<file path="config.mk">
export PLATFORM = sky130hd
export DESIGN_NAME = data_sync_hs
export DESIGN_NICKNAME = d
export VERILOG_FILES = /design/src/rtl/data_sync_hs.sv
export SDC_FILE = /design/constraint.sdc
export NUM_CORES = 1
export LEC_CHECK = 0
export CAP_MARGIN = 30
export CORE_AREA = 8 8 45 47
export DETAILED_ROUTE_END_ITERATION = 10
export DIE_AREA = 0 0 53 55
export GPL_TIMING_DRIVEN = 0
export HOLD_SLACK_MARGIN = 0.06
export PLACE_DENSITY = 0.8
export REMOVE_ABC_BUFFERS = 1
export SKIP_LAST_GASP = 1
export SYNTH_ARGS = -nofsm -noshare
export SYNTH_HDL_FRONTEND = slang
export SYNTH_SLANG_ARGS = --single-unit
</file>
<file path="constraint.sdc">
create_clock -name clk -period 1.9 [get_ports clk]
set_input_delay 0.19 -clock clk [delete_from_list [all_inputs] [get_ports clk]]
set_output_delay 0.19 -clock clk [all_outputs]
set_load 0.03 [all_outputs]
</file>
<file path="src/rtl/data_sync_hs.sv">
// Receive side of a four-phase REQ/ACK bus crossing: captures the source bus on a synchronized
// request and hands it to a VALID/READY consumer. Define DATA_SYNC_HS_ERR_EN to add the sticky ERR output.

// state | meaning
// IDLE  | no transfer; waiting for sync_req high
// HOLD  | word captured, out_valid high, waiting for out_ready
// ACKED | word accepted, ack high, waiting for sync_req low
module data_sync_hs #(
    parameter int BUS_WIDTH = 8
) (
    input  logic                 clk,
    input  logic                 rst,
    input  logic                 sync_req,
    input  logic [BUS_WIDTH-1:0] unsync_bus,
    input  logic                 out_ready,
    output logic [BUS_WIDTH-1:0] sync_bus,
    output logic                 out_valid,
    output logic                 ack
`ifdef DATA_SYNC_HS_ERR_EN
    ,
    output logic                 err
`endif
);

    typedef enum logic [1:0] {
        IDLE  = 2'd0,
        HOLD  = 2'd1,
        ACKED = 2'd2
    } state_t;

    state_t               state, state_nxt;
    logic [BUS_WIDTH-1:0] bus_nxt;
    logic                 valid_nxt;
    logic                 ack_nxt;

    always_ff @(posedge clk) begin
        if (!rst) begin
            state     <= IDLE;
            sync_bus  <= '0;
            out_valid <= 1'b0;
            ack       <= 1'b0;
        end else begin
            state     <= state_nxt;
            sync_bus  <= bus_nxt;
            out_valid <= valid_nxt;
            ack       <= ack_nxt;
        end
    end

    // The bus is only loaded on IDLE->HOLD, so any later change on unsync_bus is ignored.
    always_comb begin
        state_nxt = state;
        bus_nxt   = sync_bus;
        valid_nxt = out_valid;
        ack_nxt   = ack;
        case (state)
            IDLE: begin
                valid_nxt = 1'b0;
                ack_nxt   = 1'b0;
                if (sync_req) begin
                    bus_nxt   = unsync_bus;
                    valid_nxt = 1'b1;
                    state_nxt = HOLD;
                end
            end
            HOLD: begin
                valid_nxt = 1'b1;
                ack_nxt   = 1'b0;
                if (out_ready) begin
                    valid_nxt = 1'b0;
                    ack_nxt   = 1'b1;
                    state_nxt = ACKED;
                end
            end
            ACKED: begin
                valid_nxt = 1'b0;
                ack_nxt   = 1'b1;
                if (!sync_req) begin
                    ack_nxt   = 1'b0;
                    state_nxt = IDLE;
                end
            end
            default: begin
                valid_nxt = 1'b0;
                ack_nxt   = 1'b0;
                state_nxt = IDLE;
            end
        endcase
    end

`ifdef DATA_SYNC_HS_ERR_EN
    logic err_nxt;

    // Request withdrawn before ack: flag it, but still deliver the held word.
    always_comb begin
        err_nxt = err;
        if (state == HOLD && !sync_req) begin
            err_nxt = 1'b1;
        end
    end

    always_ff @(posedge clk) begin
        if (!rst) begin
            err <= 1'b0;
        end else begin
            err <= err_nxt;
        end
    end
`endif

endmodule

</file>
==> metrics.yaml, run 1 <==
run_status:
  status: "finished, final reports clean"
finish:
  multi_input_area_um2: 282
  syn2layout_area_growth_pct: 41.4
  drive_above_1_share_pct: 6.17
  seq_area_um2: 240
  stdcell_area_um2: 782
  final_cell_count_no_fill: 97
  nNetsFinal: 100
  antenna_cells: 0
  fillers: 141
sta:
  fin_skew_ns: 0.00174
  holdWs_ns: 0.467
  finalSetupTns_ns: 0
  slew_headroom_pct: 71.7
  setup_viol: 0
  worst_pin_slew_ns: 0.423
  fmax_mhz: 672
  grt_setup_unrepaired: "false"
  hold_viol: 0
  drv_slew: 0
  worst_slack_ns: 0.412
  fin_crit_sh_pct: 78.3
  period_needed_ns: 1.49
pwr:
  leakage_nw: 0.305
  peakVddDrop_v: 0.000492
  power.density_nw_per_um2: 1150
critical_path:
  cp_slowest_cell: "clkdlybuf4s50_1"
  worstPathMaxFanout: 2
  rr_worst_depth: 5
  cp.required_ns: 1.71
  worstPathArrival_ns: 1.30
  cp_cell_sequence: "clkdlybuf4s50_1"
  crit_family: "buffers and inverters"
  r2r_end: "state[0]$_SDFFE_PN0P_"
  end_kind: "output pin"
  crit_buf_inv: 1
  ff2ff_setup_slack_ns: 0.49
  r2r_start: "state[0]$_SDFFE_PN0P_"
  worstSetupPathType: "register to output pin"
  cpPeakStageDelay_ns: 0.68
  start_kind: "register"
die:
  start_util_pct: 40.0
  placementRows: 14
  io_pins: 22
  fp.coreArea_um2: 1380
  dieArea_um2: 2920
  die_h_um: 55
  die_w_um: 53
hold_path:
  worstHoldStart: "sync_bus[5]$_SDFFE_PN0P_"
  holdPathEnd: "sync_bus[5]$_SDFFE_PN0P_"
  hold_path.class: "register to register"
  hold_path_depth: 2
drt:
  drcViolationCount: 0
  drt-vias-per-instance: 4.96
  dr.pass1.iters: 3
  drtIter0Drc: 3
  drt-total-wl_um: 1280
  ant_nets: 0
  wl_per_cell_um: 13.2
  vias: 481
place:
  place_hpwl_um: 993
  place_ws_ns: 0.317
  portBuffers: 21
  placed_area_um2: 759
  dp.cells: 94
  gp_congestion: 0.736
synth:
  synth_seq_area_share_pct: 43.4
  syn_area_um2: 553
  ys_warn_count: 0
  synth-seq-cells: 12
  synth_cell_type_count: 15
  synth.avg_cell_area_um2: 9.22
  synthCells: 60
clock_tree:
  post_cts_resized: 0
  clk_latency_ns: 0.27
  path_clk_slew_ns: 0.07
  cts_setup_buffers: 0
  cts.sinks: 12
  clock_path_buffers: 2
  cts_hold_buf: 0
  root_buffer: "clkbuf_4"
  h-tree-depth: 1
  cts_tree: "built"
  numCtsBuffers: 3
global_routing:
  antenna_found_initial: 0
  grt_pass1_vias: 474
  grt_pass1_wl_um: 2170
  grt_overflow: 0
  grt_usage_pct: 10.2
  grt_max_degree: 15
run:
  maxCapViolations: 0
-- where the power goes --
part | total, mW | internal [mW] | switching, mW
clock network | 0.156 | 0.0735 | 0.0823
logic | 0.409 | 0.177 | 0.233
registers | 0.334 | 0.303 | 0.0303
total | 0.899 | 0.554 | 0.345
-- layer usage --
layer,vias to the layer above,track usage (%),part of all wire [%]
li1,242,-,-
met1,216,9.80,38
met2,18,17.4,46
met3,5,4.81,13
met4,0,6.47,2.3
met5,-,0,0
-- layout by cell type, fill, tap and decap left out --
master            n
inv_1             2
nand2_1          13
clkbuf_4          3
a22oi_1           1
nand2b_1          1
clkdlybuf4s50_1  21
a21boi_0          9
nand2_2           1
nand3_1           8
dfxtp_1          12
and2_4            1
nor2_1            1
mux2i_1           3
ha_1              5
-- flip-flops by register name, indices dropped and copies added, names as in the netlist --
signal,count
out_valid,1
state,2
sync_bus,8
ack,1
-- synthesized netlist by cell type --
master    count  share of area [%]
nor2_1        1               0.68
a21boi_0      9                 12
buf_4         1                1.4
nand3_1       8                7.2
buf_6         1                2.0
and2_4        1                1.6
dfxtp_1      12                 43
nand2b_1      1                1.1
a22oi_1       1                1.4
ha_1          5                 11
inv_1         2                1.4
nand2_2       1                1.1
mux2i_1       3                5.4
buf_2         1               0.90
nand2_1      13                8.8
-- tightest hold or removal path, cell delays in order (launching register included) --
cell and delay [ns]:
dfxtp_1 0.31, nand2_1 0.05, a21boi_0 0.06
-- kinds of logic after synthesis --
group	after synthesis	synth area share [%]
buf+inv	5	5.66
flops	12	43.4
simple gates	25	20.6
mux	3	5.43
fa+ha+maj	5	11.3
compound gates	10	13.6
-- area by class of cell --
type | count | area share [%]
flip-flops and latches | 12 | 30.7
multi-input cells | 43 | 36.0
well taps | 16 | 2.56
inverters | 2 | 0.960
clock buffers | 3 | 2.88
repair buffers | 21 | 26.9
-- how the worst max path moves through the flow --
stage	from	endpoint	slack, ns	cells past startpoint
floorplan	state[0]$_SDFFE_PN0P_	state[0]$_SDFFE_PN0P_	0.65	5
global placement	sync_req	state[1]$_SDFFE_PN0P_	0.34	4
detailed placement	sync_req	state[0]$_SDFFE_PN0P_	0.32	4
CTS	sync_bus[1]$_SDFFE_PN0P_	sync_bus[1]	0.40	1
global route	state[0]$_SDFFE_PN0P_	state[1]$_SDFFE_PN0P_	0.35	5
finish	sync_bus[1]$_SDFFE_PN0P_	sync_bus[1]	0.41	1
-- metrics by stage --
| stage | total power [mW] | util (%) |
|---|---|---|
| after floorplan | 0.605 | - |
| after global placement | 0.741 | 54.9 |
| after detailed placement | 0.756 | 54.9 |
| after CTS | 0.910 | 56.5 |
| after global routing | 0.971 | 56.5 |
| final | 0.899 | 56.5 |
Power figures use the tool's default switching activity.
==> inputs of run 2 (changes only) <==
--- a/config.mk
+++ b/config.mk
@@ -6,12 +6,12 @@
 export NUM_CORES = 1
 export LEC_CHECK = 0
 export CAP_MARGIN = 30
-export CORE_AREA = 8 8 45 47
+export CORE_MARGIN = 8
+export CORE_UTILIZATION = 40
 export DETAILED_ROUTE_END_ITERATION = 10
-export DIE_AREA = 0 0 53 55
 export GPL_TIMING_DRIVEN = 0
 export HOLD_SLACK_MARGIN = 0.06
-export PLACE_DENSITY = 0.8
+export PLACE_DENSITY = 0.78
 export REMOVE_ABC_BUFFERS = 1
 export SKIP_LAST_GASP = 1
 export SYNTH_ARGS = -nofsm -noshare
==> constraint.sdc (replaced) <==
create_clock -name clk -period 1.55 [get_ports clk]
set_input_delay 0.155 -clock clk [delete_from_list [all_inputs] [get_ports clk]]
set_output_delay 0.155 -clock clk [all_outputs]
set_load 0.03 [all_outputs]
==> run 2 against run 1 <==
Combinational power up 21%. Via count fell by 2.1%. Total power rose by 27%. Core utilization rose by 4.5 points. Die area fell by 3.0%. Register-to-register slack worse by 0.34 ns. Wire length decreased by 5.1%. Sequential power grew 22%.
==> metrics.yaml, run 2 (same netlist as run 1, synthesis figures left out) <==
global_routing:
  grt_overflow: 0  # unchanged
  grt_pass1_wl_um: 1930  # -11%
  grt_usage_pct: 8.97  # -1.2 points
  antenna_found_initial: 0  # unchanged
  grt_max_degree: 15  # unchanged
  grt_pass1_vias: 467  # -1.5%
finish:
  antenna_cells: 0  # unchanged
  drive_above_1_share_pct: 7.32  # +1.1 points
  top_regs: "sync_bus x8, state x2"
  layout_commonest_cell: "clkdlybuf4s50_1"
  regMostFlops: "sync_bus"
  most-common-layout-cells: "21 x clkdlybuf4s50_1, 13 x nand2_1, 12 x dfxtp_1"
  largest_register_ffs: 8  # unchanged
  final_cell_count_no_fill: 97  # unchanged
  syn2layout_area_growth_pct: 43.7
  nNetsFinal: 100  # unchanged
  stdcell_area_um2: 795  # +1.6%
clock_tree:
  root_buffer: "clkbuf_4"
  path_clk_slew_ns: 0.08  # about the same
  cts.sinks: 12  # unchanged
  h-tree-depth: 1  # unchanged
  numCtsBuffers: 3  # unchanged
  cts_setup_buffers: 0  # unchanged
  cts_tree: "built"
  clock_path_buffers: 2  # unchanged
  clk_latency_ns: 0.27  # about the same
  post_cts_resized: 0  # unchanged
  cts_hold_buf: 0  # unchanged
sta:
  fmax_mhz: 691
  holdWs_ns: 0.447  # -0.0198 ns
  worst_pin_slew_ns: 0.430  # +0.00698 ns
  fin_crit_sh_pct: 93.4
  drv_slew: 0  # unchanged
  finalSetupTns_ns: 0  # unchanged
  fin_skew_ns: 0.00756  # +0.00582 ns
  setup_viol: 0  # unchanged
  worst_slack_ns: 0.103  # -0.310 ns
  slew_headroom_pct: 71.2  # -0.47 points
  period_needed_ns: 1.45
  grt_setup_unrepaired: "false"
  hold_viol: 0  # unchanged
critical_path:
  cp_cell_sequence: "clkdlybuf4s50_1"
  cp.required_ns: 1.39  # -0.32 ns
  end_kind: "output pin"
  crit_buf_inv: 1  # unchanged
  crit_family: "buffers and inverters"
  worstPathArrival_ns: 1.29  # about the same
  worstPathMaxFanout: 2  # unchanged
  cpPeakStageDelay_ns: 0.68  # about the same
  cp_slowest_cell: "clkdlybuf4s50_1"
  worstSetupPathType: "register to output pin"
  start_kind: "register"
die:
  placementRows: 13  # -1
  dieArea_um2: 2830  # -3.0%
  die_h_um: 53.2  # -3.3%
  fp.coreArea_um2: 1300  # -6.0%
  io_pins: 22  # unchanged
  die_w_um: 53.2  # +0.35%
  start_util_pct: 42.5  # +2.5 points
place:
  place_hpwl_um: 939  # -5.4%
  placed_area_um2: 758  # -0.16%
  portBuffers: 21  # unchanged
  place_ws_ns: -0.00852  # -0.325 ns
  dp.cells: 93  # -1.1%
  gp_congestion: 0.759  # +3.1%
drt:
  wl_met1_um: 548  # +13%
  ant_nets: 0  # unchanged
  vias: 471  # -2.1%
  drcViolationCount: 0  # unchanged
  drt-vias-per-instance: 4.86  # -2.1%
  wl_per_cell_um: 12.5  # -5.1%
  drtIter0Drc: 3  # unchanged
  met3_length_um: 117  # -30%
  dr.pass1.iters: 3  # unchanged
  drt-total-wl_um: 1220  # -5.1%
  dr_wl_met2_um: 541  # -8.9%
  routed.top_layer: "met4"
pwr:
  power.density_nw_per_um2: 1440  # +25%
  leakage_nw: 0.312  # +2.4%
  peakVddDrop_v: 0.000678  # +38%
hold_path:
  hold_path.class: "input port to register"
run:
  maxCapViolations: 0  # unchanged
run_status:
  status: "finished, final reports clean"
[run 2: changes by cell type in the layout (fill, tap and decap cells not counted), sizes merged]
cell and change:
clkbuf +1
[run 2: per-layer routing]
layer  up-vias  track usage [%]
met3         2             3.64
met1       209             9.24
met4         0             5.04
met2        17             15.0
met5         -                0
li1        243                -
[run 2: worst register-to-register path, stage by stage (launching register included)]
cell and delay (ns):
dfxtp_1 0.38, inv_1 0.10, ha_1 0.33, mux2i_1 0.18
and2_4 0.17, mux2i_1 0.17
[run 2: layout make-up]
| class | count | area, µm² |
|---|---|---|
| inverter | 2 | 7.51 |
| timing repair buffer | 21 | 210 |
| sequential | 12 | 240 |
| fill | 120 | 507 |
| clock buffer | 4 | 36.3 |
| tap | 15 | 18.8 |
| multi-input combinational | 43 | 282 |
[run 2: final timing paths]
check,startpoint,end,slack [ns],cells past startpoint
min,unsync_bus[5],sync_bus[5]$_SDFFE_PN0P_,0.45,3
max reg2reg,state[0]$_SDFFE_PN0P_,state[1]$_SDFFE_PN0P_,0.15,5
max,sync_bus[0]$_SDFFE_PN0P_,sync_bus[0],0.10,1
min reg2reg,sync_bus[5]$_SDFFE_PN0P_,sync_bus[5]$_SDFFE_PN0P_,0.47,2
[run 2: per-stage QoR]
step	util (%)	power, mW
after floorplan	-	0.741
after global placement	58.3	0.907
after detailed placement	58.3	0.920
after CTS	61.1	1.17
after global routing	61.1	1.22
final	61.1	1.14
[run 2: where the power goes]
part	leakage [nW]	switching, mW	total [mW]	internal [mW]
Sequential	0.0985	0.0352	0.407	0.372
Combinational	0.193	0.281	0.496	0.215
Clock	0.0210	0.0996	0.242	0.143
